**src/rtl/alu_if.sv**
```systemverilog
// Start/done bus between the control unit and the multicycle ALU.
// Handshake: start is taken on a rising edge only while busy=0; done pulses for one
// cycle when results land, and results then hold until the next done or reset.
interface alu_if #(
    parameter int WIDTH = 32
);
    logic             start;
    logic [2:0]       op;
    logic [WIDTH-1:0] inA;
    logic [WIDTH-1:0] inB;
    logic [WIDTH-1:0] result;
    logic [WIDTH-1:0] result_hi;
    logic             zero;
    logic             ovf;
    logic             busy;
    logic             done;
    logic             state_dbg;

    modport master (
        output start, op, inA, inB,
        input  result, result_hi, zero, ovf, busy, done, state_dbg
    );

    modport slave (
        input  start, op, inA, inB,
        output result, result_hi, zero, ovf, busy, done, state_dbg
    );
endinterface

```
**src/rtl/alu_multicycle.sv**
```systemverilog
// Registered ALU: logic/add/sub/slt finish in one clock; unsigned multiply (shift-add)
// and divide (restoring) iterate for WIDTH clocks on a shared accumulator pair.
module alu_multicycle #(
    parameter int WIDTH = 32
) (
    input  logic  clk,
    input  logic  rst_n,
    alu_if.slave  bus
);
    localparam int            CW         = $clog2(WIDTH + 1);
    localparam logic [CW-1:0] COUNT_INIT = CW'(WIDTH);

    localparam logic [2:0] OP_ADD  = 3'b000;
    localparam logic [2:0] OP_SUB  = 3'b001;
    localparam logic [2:0] OP_AND  = 3'b010;
    localparam logic [2:0] OP_OR   = 3'b011;
    localparam logic [2:0] OP_SLT  = 3'b100;
    localparam logic [2:0] OP_MULU = 3'b101;
    localparam logic [2:0] OP_DIVU = 3'b110;
    localparam logic [2:0] OP_XOR  = 3'b111;

    typedef enum logic {IDLE = 1'b0, ITER = 1'b1} state_t;

    state_t           state;
    logic [CW-1:0]    count;
    logic             is_div;
    logic [WIDTH-1:0] opnd;
    logic [WIDTH-1:0] acc_hi;
    logic [WIDTH-1:0] acc_lo;

    logic [WIDTH-1:0] add_res;
    logic [WIDTH-1:0] sub_res;
    logic [WIDTH-1:0] quick_res;
    logic             quick_ovf;
    logic [WIDTH:0]   mul_sum;
    logic [WIDTH:0]   div_shift;
    logic [WIDTH-1:0] div_diff;
    logic             div_ge;
    logic [WIDTH-1:0] step_hi;
    logic [WIDTH-1:0] step_lo;

    assign bus.state_dbg = state;

    always_comb begin
        add_res   = bus.inA + bus.inB;
        sub_res   = bus.inA - bus.inB;
        quick_res = '0;
        quick_ovf = 1'b0;
        case (bus.op)
            OP_ADD: begin
                quick_res = add_res;
                quick_ovf = (bus.inA[WIDTH-1] == bus.inB[WIDTH-1]) &&
                            (add_res[WIDTH-1] != bus.inA[WIDTH-1]);
            end
            OP_SUB: begin
                quick_res = sub_res;
                quick_ovf = (bus.inA[WIDTH-1] != bus.inB[WIDTH-1]) &&
                            (sub_res[WIDTH-1] != bus.inA[WIDTH-1]);
            end
            OP_AND:  quick_res = bus.inA & bus.inB;
            OP_OR:   quick_res = bus.inA | bus.inB;
            OP_XOR:  quick_res = bus.inA ^ bus.inB;
            OP_SLT:  quick_res = {{(WIDTH-1){1'b0}}, ($signed(bus.inA) < $signed(bus.inB))};
            default: ;
        endcase
    end

    // Multiply: acc_lo starts as the multiplier and is shifted out as product bits shift in.
    // Divide: acc_lo starts as the dividend and collects quotient bits; acc_hi is the remainder.
    always_comb begin
        mul_sum   = {1'b0, acc_hi} + (acc_lo[0] ? {1'b0, opnd} : '0);
        div_shift = {acc_hi, acc_lo[WIDTH-1]};
        div_ge    = (div_shift >= {1'b0, opnd});
        div_diff  = div_shift[WIDTH-1:0] - opnd;
        if (is_div) begin
            step_hi = div_ge ? div_diff : div_shift[WIDTH-1:0];
            step_lo = {acc_lo[WIDTH-2:0], div_ge};
        end else begin
            {step_hi, step_lo} = {mul_sum, acc_lo[WIDTH-1:1]};
        end
    end

    always_ff @(posedge clk or negedge rst_n) begin
        if (!rst_n) begin
            state         <= IDLE;
            count         <= '0;
            is_div        <= 1'b0;
            opnd          <= '0;
            acc_hi        <= '0;
            acc_lo        <= '0;
            bus.result    <= '0;
            bus.result_hi <= '0;
            bus.zero      <= 1'b0;
            bus.ovf       <= 1'b0;
            bus.busy      <= 1'b0;
            bus.done      <= 1'b0;
        end else begin
            bus.done <= 1'b0;
            case (state)
                IDLE: begin
                    if (bus.start) begin
                        if (bus.op == OP_MULU || bus.op == OP_DIVU) begin
                            state    <= ITER;
                            count    <= COUNT_INIT;
                            is_div   <= (bus.op == OP_DIVU);
                            opnd     <= (bus.op == OP_DIVU) ? bus.inB : bus.inA;
                            acc_lo   <= (bus.op == OP_DIVU) ? bus.inA : bus.inB;
                            acc_hi   <= '0;
                            bus.busy <= 1'b1;
                        end else begin
                            bus.result    <= quick_res;
                            bus.result_hi <= '0;
                            bus.zero      <= (quick_res == '0);
                            bus.ovf       <= quick_ovf;
                            bus.done      <= 1'b1;
                        end
                    end
                end
                ITER: begin
                    acc_hi <= step_hi;
                    acc_lo <= step_lo;
                    count  <= count - 1'b1;
                    if (count == CW'(1)) begin
                        state         <= IDLE;
                        bus.busy      <= 1'b0;
                        bus.done      <= 1'b1;
                        bus.result    <= step_lo;
                        bus.result_hi <= step_hi;
                        bus.zero      <= (step_lo == '0);
                        bus.ovf       <= 1'b0;
                    end
                end
                default: state <= IDLE;
            endcase
        end
    end
endmodule

```
**src/flat_wrapper.sv**
```systemverilog
// flat-port wrapper written by rule: the top's interface ports become plain ports
module alu_multicycle_flat 
#(
    parameter int WIDTH = 32
)
  (clk, rst_n, bus_start, bus_op, bus_inA, bus_inB, bus_result, bus_result_hi, bus_zero, bus_ovf, bus_busy, bus_done, bus_state_dbg);
  alu_if #(.WIDTH(WIDTH)) bus_i ();
  input  logic clk;
  input  logic rst_n;
  input wire logic [$bits(bus_i.start)-1:0] bus_start;
  input wire logic [$bits(bus_i.op)-1:0] bus_op;
  input wire logic [$bits(bus_i.inA)-1:0] bus_inA;
  input wire logic [$bits(bus_i.inB)-1:0] bus_inB;
  output wire logic [$bits(bus_i.result)-1:0] bus_result;
  output wire logic [$bits(bus_i.result_hi)-1:0] bus_result_hi;
  output wire logic [$bits(bus_i.zero)-1:0] bus_zero;
  output wire logic [$bits(bus_i.ovf)-1:0] bus_ovf;
  output wire logic [$bits(bus_i.busy)-1:0] bus_busy;
  output wire logic [$bits(bus_i.done)-1:0] bus_done;
  output wire logic [$bits(bus_i.state_dbg)-1:0] bus_state_dbg;
  assign bus_i.start = bus_start;
  assign bus_i.op = bus_op;
  assign bus_i.inA = bus_inA;
  assign bus_i.inB = bus_inB;
  assign bus_result = bus_i.result;
  assign bus_result_hi = bus_i.result_hi;
  assign bus_zero = bus_i.zero;
  assign bus_ovf = bus_i.ovf;
  assign bus_busy = bus_i.busy;
  assign bus_done = bus_i.done;
  assign bus_state_dbg = bus_i.state_dbg;
  alu_multicycle #(.WIDTH(WIDTH)) u_core (.clk(clk), .rst_n(rst_n), .bus(bus_i));
endmodule
```
**config.mk**
```make
export PLATFORM = sky130hd
export DESIGN_NAME = alu_multicycle_flat
export DESIGN_NICKNAME = d
export VERILOG_FILES = /design/src/rtl/alu_if.sv /design/src/rtl/alu_multicycle.sv /design/src/flat_wrapper.sv
export SDC_FILE = /design/constraint.sdc
export NUM_CORES = 1
export LEC_CHECK = 0
export ABC_AREA = 0
export CORE_MARGIN = 1
export CORE_UTILIZATION = 37
export DETAILED_ROUTE_END_ITERATION = 8
export PLACE_DENSITY = 0.63
export SLEW_MARGIN = 20
export SYNTH_ARGS = -nofsm -noshare
export SYNTH_HDL_FRONTEND = slang
export SYNTH_SLANG_ARGS = --single-unit
```
**constraint.sdc**
```tcl
create_clock -name clk -period 3.7 [get_ports clk]
set_clock_uncertainty 0.05 [all_clocks]
set_input_delay 1.11 -clock clk [delete_from_list [all_inputs] [get_ports clk]]
set_output_delay 1.11 -clock clk [all_outputs]
set_load 0.03 [all_outputs]
```
# Word-level counts from Yosys, hierarchy flattened

Index checks and enable logic that the tools add are counted.

Register bits: 172
Input bits: 70
Logic and storage cells: 93

$add $sub $neg: 5
Order comparisons: 2
Equal/unequal tests: 16
Muxes and demuxes: 44
Bitwise logic cells: 4
Reductions and logical operators: 10

Operators with widths:

| cell                | count |
|---|---|
| $mux 32             | 16 |
| $pmux 32 s2         | 4 |
| $pmux 32 s6         | 1 |
| $logic_not 32->1    | 2 |
| $sub 32x32->32      | 2 |
| $add 32x33->33      | 1 |
| $ge 33x32->1        | 1 |
| $add 32x32->32      | 1 |
| $and 32x32->32      | 1 |
| $lt 32x32->1        | 1 |
| $or 32x32->32       | 1 |
| $xor 32x32->32      | 1 |
| $mux 1              | 14 |
| $eq 3x3->1 const B  | 4 |
| $mux 6              | 2 |
| $pmux 1 s2          | 6 |
| $pmux 6 s2          | 1 |
| $reduce_and 3->1    | 3 |
| $eq 3x2->1 const B  | 2 |
| $eq 6x1->1 const B  | 1 |
| $ne 2x2->1 const B  | 3 |
| $sub 6x1->6 const B | 1 |
| $eq 3x1->1 const B  | 1 |
| $logic_not 3->1     | 1 |
| 7 further kinds     | 10 |

# Logic depth before layout (Yosys ltp)

Gate-level depths: netlist (run 1).

Word-level depth: 7
Gate-level depth with buffers: 17

# Worst setup path before layout (run 1)

OpenSTA, ideal clock, no wires.

Kind: input port to flip-flop
Start: in bus_inB[17]
End: reg u_core.bus.zero
Setup time: 0.092 ns
Arrival time: 3.763 ns
Required time: 3.558 ns
Path slack: -0.205 ns
Cell stages on the path: 15
Cell sequence: inv_1 -> ha_1 -> buf_2 -> a21o_1 -> a21oi_1 -> nor2_1 -> or4b_1 -> a2bb2oi_2 -> a311oi_2 -> xnor2_1 -> o21ai_0 -> nor4_1 -> and4b_1 -> nand4_1 -> o31ai_2

Longest elaborated chain between the ends: 6
Elaborated cells between the ends (all ways): 11

Ends and longest elaborated chain:

| element                                | line                  | source |
|---|---|---|
| start: declaration                     | flat_wrapper.sv:13    | `input wire logic [$bits(bus_i.inB)-1:0] bus_inB;` |
| $sub 32x32->32 (tied with other cells) | alu_multicycle.sv:46  | `sub_res = bus.inA - bus.inB;` |
| $pmux 32 s6 (*)                        | alu_multicycle.sv:49  | `case (bus.op)` |
| $logic_not 32->1 (*)                   | alu_multicycle.sv:113 | `bus.zero <= (quick_res == '0);` |
| $mux 1 (*)                             | alu_multicycle.sv:102 | `if (bus.op == OP_MULU \|\| bus.op == OP_DIVU) begin` |
| $mux 1 (*)                             | alu_multicycle.sv:101 | `if (bus.start) begin` |
| $pmux 1 s2 (*)                         | alu_multicycle.sv:99  | `case (state)` |
| end signal: assignment                 | alu_multicycle.sv:113 |  |
| end signal: assignment                 | alu_multicycle.sv:129 | `bus.zero <= (step_lo == '0);` |
| end: declaration                       | alu_if.sv:26          | `output result, result_hi, zero, ovf, busy, done, state_dbg` |

Mark *: on every way between the ends. The rest lies on a longest branch, timed or not. The select of a mux whose other input is x is not followed.
A chain may end at the register's enable or synchronous reset.

# Worst setup path after layout (run 1)

Start: in bus_inA[0]
End: reg u_core.bus.zero

Longest elaborated chain between the ends: 6
Elaborated cells between the ends (all ways): 11

Ends and longest elaborated chain:

| element                                | line                  | source |
|---|---|---|
| start: declaration                     | flat_wrapper.sv:12    | `input wire logic [$bits(bus_i.inA)-1:0] bus_inA;` |
| $sub 32x32->32 (tied with other cells) | alu_multicycle.sv:46  |  |
| $pmux 32 s6 (*)                        | alu_multicycle.sv:49  |  |
| $logic_not 32->1 (*)                   | alu_multicycle.sv:113 |  |
| $mux 1 (*)                             | alu_multicycle.sv:102 |  |
| $mux 1 (*)                             | alu_multicycle.sv:101 |  |
| $pmux 1 s2 (*)                         | alu_multicycle.sv:99  |  |

Marks and branches as above.

==> flow_summary.toml, run 1 <==
[route]
first_pass_iters = 5
remaining_drc_errors = 0
antenna_left = 0
drtIter0Drc = 1572
vias = 20580
vias_per_cell = 5.65
wl_per_cell_um = 20.6
routed_wl_mm = 75.1

[synth]
synthCells = 2389
synth_ff_type = "dfrtp_1"
synth_cell_types = 100
synth_area_leader_cell = "dfrtp_1"
syn_nets = 2632
synth_top_area_share_pct = 24.1
yosysWarnings = 0
synth-edff-count = 0
syn_avg_cell_area_um2 = 7.49
synth_area_leaders = "dfrtp_1 24%, ha_1 12%, a21oi_1 7.8%"
synth-seq-cells = 172
seq_area_frac_synth_pct = 24.1
netlist_area_mm2 = 0.0179
synthArstFlopShare_pct = 100

[timing]
rsz0062_at_grt = "true"
period_minus_slack_ps = 4060
post-route-period-util_pct = 110
hold_viol_final = 0
tightestPinTransition_ps = 864
worst_slack_ps = -356
fmax_ghz = 0.247
final-setup-viol-count = 6
relSlewSlack_pct = 42.4
final_max_slew_viol_count = 0

[setup_path]
crit_fanout = 3
worstSetupPathType = "in2reg"
worstSetupStartpointType = "input pin"
critPathBufInv = 2
crit_path_top_delay_cell = "nor4_2"
crit_arrival_ps = 4380
crit_path_start = "bus_inA[0]"
timing.rr.start = "u_core.acc_lo[0]$_DFFE_PN0P_"
max_stage_delay_ps = 390
required_ps = 4020
r2r_slack_ps = 30
cp_cell_sequence = "buf_12 -> ha_4 -> fa_2 -> a21oi_2 -> buf_4 -> o21bai_2 -> a221oi_2 -> o22ai_2 -> nor4_2 -> o221ai_2 -> nor3_2 -> nand4b_1 -> nor4b_4 -> and4b_1 -> nand4_1 -> o31ai_2"
cp_top_family = "simple AND/OR/NAND/NOR gates"
worstSetupEndpointType = "register"

[clock_tree]
cts_buffers = 17
clk_path_buf_depth = 2
ctsHoldBuffers = 0
htree_levels = 4
tritoncts = "yes"
cts_sinks = 172
path_clk_slew_ps = 80
cts_root_buf = "clkbuf_16"
clkLatencyLatePin_ps = 460

[pwr]
p_clk_share_pct = 9.3
power_frac_comb_pct = 71.2
intPower_mw = 10.1
power.ir.vdd_worst_uv = 503
finalPower_mw = 19.8
seqPwrFrac_pct = 19.5
p_leak_nw = 12.2
p_per_area_mw_per_mm2 = 746
p_switching_mw = 9.68
p_sw_share_pct = 48.9

[placed_design]
port_buffers = 138
placed_area_mm2 = 0.0237
place_congestion = 0.979
pre_cts_slack_ps = -1540
dp.final_hpwl_mm = 58.6

[cells_and_area]
fin_nets = 3259
drive_gt1_share_pct = 32.9
final_util_pct = 55.6
fillers = 4452
fin_area_mm2 = 0.0266
antenna_cells = 0
area_delta_synth_final_pct = 48.4

[worst_hold_path]
hp-start = "u_core.bus.result_hi[31]$_DFFE_PN0P_"
holdCritPathClass = "reg2reg"

[global_route]
grt_max_degree = 71
grt_pass1_vias = 20219
grt_usage_pct = 29.8
grt_pass1_wl_mm = 115
antenna_found_initial = 2
grt_remaining_overflow = 0

[die]
die_width_um = 222
row_count = 80
core_mm2 = 0.0477
dieArea_mm2 = 0.0492
start_util_pct = 37.5
die_height_um = 222
io_pins = 139

[status]
status = "complete, but fails checks"
failed_checks = "setup timing"

[flow_run]
max_cap_violations = 0
## sequential cells by signal, indices dropped and copies added (netlist names)
register,flops
u_core.acc_hi,32
u_core.acc_lo,32
u_core.bus.result,32
u_core.bus.result_hi,32
u_core.opnd,32
u_core.count,6
u_core.bus.busy,1
u_core.bus.done,1
u_core.bus.ovf,1
u_core.bus.state_dbg,1
u_core.bus.zero,1
u_core.is_div,1
## cells by family (layout without fill, tap and decap cells)
kind of cell | count (synthesis) | count (layout) | share of synthesized area (%)
XOR/XNOR | 63 | 63 | 3.08
flip-flops | 172 | 172 | 24.1
AO/OA/AOI/OAI | 825 | 825 | 29.5
AND/OR/NAND/NOR | 787 | 787 | 20.2
adder cells (fa/ha/maj) | 173 | 173 | 12.3
multiplexers | 76 | 76 | 4.32
buffers and inverters | 293 | 933 | 6.53
## repair_timing
item | in CTS | in global routing
setup endpoints to repair | 39 | 65
buffers inserted | 51 | 30
gates resized for setup | 323 | 206
pin swaps | 98 | 102
## layout by cell type (no fill, tap or decap), types with 26 or more instances in the layout
| cell | netlist | final |
|---|---|---|
| buf_4 | 5 | 559 |
| nand2_1 | 265 | 255 |
| a21oi_1 | 278 | 243 |
| nor2_1 | 237 | 229 |
| dfrtp_1 | 172 | 170 |
| o21ai_0 | 184 | 160 |
| ha_1 | 169 | 120 |
| inv_1 | 145 | 96 |
| clkdlybuf4s50_1 | 0 | 95 |
| nand3_1 | 72 | 68 |
| mux2i_1 | 66 | 65 |
| a21o_1 | 50 | 49 |
| buf_6 | 1 | 47 |
| ha_4 | 0 | 44 |
| inv_2 | 1 | 41 |
| xnor2_1 | 41 | 39 |
| and2_1 | 43 | 34 |
| o211ai_1 | 32 | 32 |
| nor3_1 | 38 | 30 |
| a21oi_2 | 5 | 26 |
| o21a_1 | 28 | 26 |
## tightest hold or removal path, cell delays in order, from the launching register on
cell,delay (ps)
dfrtp_1,350
nand2_1,50
o21ai_0,60
## per-layer routing
| layer | track usage, % | up-vias | share of wire [%] | routed length [um] |
|---|---|---|---|---|
| met5 | 0 | - | 0 | 0 |
| met4 | 9.83 | 0 | 3.0 | 2240 |
| met3 | 3.35 | 139 | 5.5 | 4150 |
| met2 | 49.5 | 757 | 47 | 35200 |
| met1 | 40.1 | 9915 | 45 | 33500 |
| li1 | - | 9769 | - | - |
## final timing paths
kind,to,cells after the start
min in group asynchronous,u_core.acc_hi[4]$_DFFE_PN0P_,1
setup / recovery,u_core.bus.zero$_DFFE_PN0P_,16
hold reg to reg,u_core.bus.result_hi[31]$_DFFE_PN0P_,2
max in group asynchronous,u_core.acc_lo[28]$_DFFE_PN0P_,2
setup reg to reg,u_core.acc_hi[30]$_DFFE_PN0P_,17
hold / removal,u_core.bus.result_hi[31]$_DFFE_PN0P_,2
## power by group through the flow
stage               Combinational (mW)  Clock (mW)  Sequential (mW)
floorplan                         7.72           0             4.04
global placement                  12.6           0             3.80
detailed placement                12.9           0             3.82
CTS                               13.4        1.87             3.82
global route                      15.4        1.94             3.96
finish                            14.1        1.85             3.86
## cell usage after synthesis, drive strengths merged (19+ instances only)
cell and instances:
o21a 28, o211ai 33, and2 43, a21oi 283, o21ai 197, xor2 22
a21o 50, a31oi 29, nor2b 26, a211oi 24, clkbuf 94, a22oi 24
o31ai 19, buf 50, dfrtp 172, ha 169, inv 146, mux2i 66
nand3 72, nand2 265, xnor2 41, nor2 238, nor3 39
## cell type report
type | instances | area, um^2 | area share [%]
Multi-Input combinational cell | 1924 | 14100 | 53.1
Clock buffer | 18 | 429 | 1.62
Timing Repair Buffer | 752 | 6190 | 23.3
Inverter | 149 | 611 | 2.30
Tap cell | 615 | 769 | 2.90
Clock inverter | 14 | 155 | 0.584
Sequential cell | 172 | 4310 | 16.2
## through the flow
| stage | hold slack (ps) | setup TNS (ps) | instances |
|---|---|---|---|
| after detailed placement | 427 | -27790 | 3537 |
| final | 438 | -950 | 3644 |
| after CTS | 442 | -992 | 3617 |
| after global placement | 408 | -25470 | 3537 |
| after global routing | 464 | -1800 | 3644 |
| after floorplan | 413 | -180 | 2389 |
No activity file was read; power rests on OpenSTA's default activity.
==> run 2: changes to the inputs <==
Settings changed: GPL_TIMING_DRIVEN from default to 0.
==> flow_summary.toml, run 2 (same netlist as run 1, synthesis figures left out) <==
[die]
die_height_um = 222
start_util_pct = 37.5
die_width_um = 222
io_pins = 139
row_count = 80
dieArea_mm2 = 0.0492
core_mm2 = 0.0477

[clock_tree]
clk_path_buf_depth = 2
ctsHoldBuffers = 0
tritoncts = "yes"
cts_buffers = 17
clkLatencyLatePin_ps = 460
htree_levels = 4
cts_sinks = 172
path_clk_slew_ps = 70
cts_root_buf = "clkbuf_16"

[global_route]
grt_max_degree = 75
grt_pass1_wl_mm = 123
antenna_found_initial = 2
grt_pass1_vias = 19746
grt_usage_pct = 33.0
grt_remaining_overflow = 0

[route]
vias = 20168
first_pass_iters = 5
vias_per_cell = 6.13
antenna_left = 0
drtIter0Drc = 2029
routed_wl_mm = 83.0
remaining_drc_errors = 0
wl_per_cell_um = 25.3

[cells_and_area]
layout_common_cells = "257 x nand2_1, 243 x a21oi_1, 229 x nor2_1, 169 x dfrtp_1, 163 x o21ai_0"
final_cells = 3288
mostFrequentLayoutCell = "nand2_1"
antenna_cells = 0
drive_gt1_share_pct = 21.4
fillers = 4689
area_delta_synth_final_pct = 30.9
fin_nets = 2903
final_util_pct = 49.1

[setup_path]
required_ps = 4020
crit_fanout = 5
timing.rr.end = "u_core.bus.zero$_DFFE_PN0P_"
worstSetupPathType = "in2reg"
worstSetupEndpointType = "register"
worstSetupStartpointType = "input pin"
r2r_cells = 14
timing.rr.start = "u_core.bus.state_dbg$_DFF_PN0_"
r2r_slack_ps = -220
crit_arrival_ps = 4460

[timing]
period_minus_slack_ps = 4130
final_max_slew_viol_count = 0
worst_slack_ps = -431
tightestPinTransition_ps = 1140
fmax_ghz = 0.242
rsz0062_at_grt = "true"
post-route-period-util_pct = 112
relSlewSlack_pct = 23.7
final-setup-viol-count = 13
hold_viol_final = 0

[worst_hold_path]
min_delay_path_depth = 2
hp-start = "u_core.bus.result[11]$_DFFE_PN0P_"
min_to = "u_core.bus.result[11]$_DFFE_PN0P_"
holdCritPathClass = "reg2reg"

[placed_design]
place_congestion = 0.989
port_buffers = 136
dp.final_hpwl_mm = 62.8
dp_cells = 3142

[flow_run]
max_cap_violations = 0

[status]
failed_checks = "setup timing"
status = "complete, but fails checks"

[pwr]
p_leak_nw = 10.2
finalPower_mw = 19.3
p_per_area_mw_per_mm2 = 825
power.ir.vdd_worst_uv = 467
-- run 2: cell count changes in the layout (fill, tap and decap cells not counted), moves of 11 or more --
cell	before	now
buf_1	0	11
buf_2	13	27
buf_4	559	120
buf_6	47	26
clkbuf_1	1	58
clkbuf_2	13	27
-- run 2: worst max-delay path by stage --
stage / from / end / depth (start not counted)
after global routing: bus_inB[4] / u_core.bus.zero$_DFFE_PN0P_ / 16
after global placement: rst_n / u_core.bus.result[21]$_DFFE_PN0P_ / 1
after floorplan: bus_inB[11] / u_core.bus.zero$_DFFE_PN0P_ / 15
after CTS: bus_inB[1] / u_core.bus.zero$_DFFE_PN0P_ / 15
after detailed placement: bus_inB[1] / u_core.bus.zero$_DFFE_PN0P_ / 15
final: bus_inB[4] / u_core.bus.zero$_DFFE_PN0P_ / 16
-- run 2: stage by stage --
| stage | area (um^2) | setup TNS (ps) | hold WS (ps) | setup WS (ps) |
|---|---|---|---|---|
| 2_1_floorplan | 18000 | -180 | 413 | -164 |
| 3_3_place_gp | 20200 | -1136480 | 409 | -5830 |
| 3_5_place_dp | 20200 | -139380 | 413 | -2060 |
| 4_1_cts | 22600 | -1730 | 428 | -515 |
| 5_1_grt | 23400 | -3350 | 468 | -483 |
| 6_report | 23400 | -2340 | 431 | -431 |
-- run 2: routing by layer --
metal	wire (um)	vias up	GRT usage (%)
met3	6300	242	4.93
met2	37800	973	53.2
met1	34400	9864	42.3
met4	4540	4	17.8
met5	28	-	0
li1	-	9085	-
-- run 2: cell type report --
cell class | count | area [um^2] | area share, %
Buffer | 138 | 766 | 3.27
Clock buffer | 23 | 508 | 2.17
Clock inverter | 9 | 75.1 | 0.320
Inverter | 149 | 608 | 2.60
Multi-Input combinational cell | 1924 | 14100 | 60.2
Sequential cell | 172 | 4310 | 18.4
Tap cell | 615 | 769 | 3.28
Timing Repair Buffer | 258 | 2300 | 9.81
-- run 2: where the power goes --
group	internal [mW]	switching (mW)	leakage (nW)	total [mW]
logic	5.46	8.23	7.75	13.7
clock network	0.979	0.856	0.284	1.83
registers	2.82	0.983	2.12	3.80
-- run 2: worst max-delay path, stage by stage --
cell	delay [ps]
buf_4	140
inv_4	70
ha_4	220
buf_8	130
and2_4	140
o21a_1	220
o31ai_4	440
a31oi_4	220
a2111oi_4	350
a21oi_2	70
xnor2_1	190
o22ai_2	170
nor4b_4	410
and4b_1	240
nand4_1	130
o31ai_2	200
-- run 2: what timing repair did --
action / 4_1_cts / 5_1_grt
setup endpoints to repair: 158 / 119
pin swaps: 107 / 85
resized for setup: 464 / 161
setup buffers: 80 / 45
cloned: 1 / 0
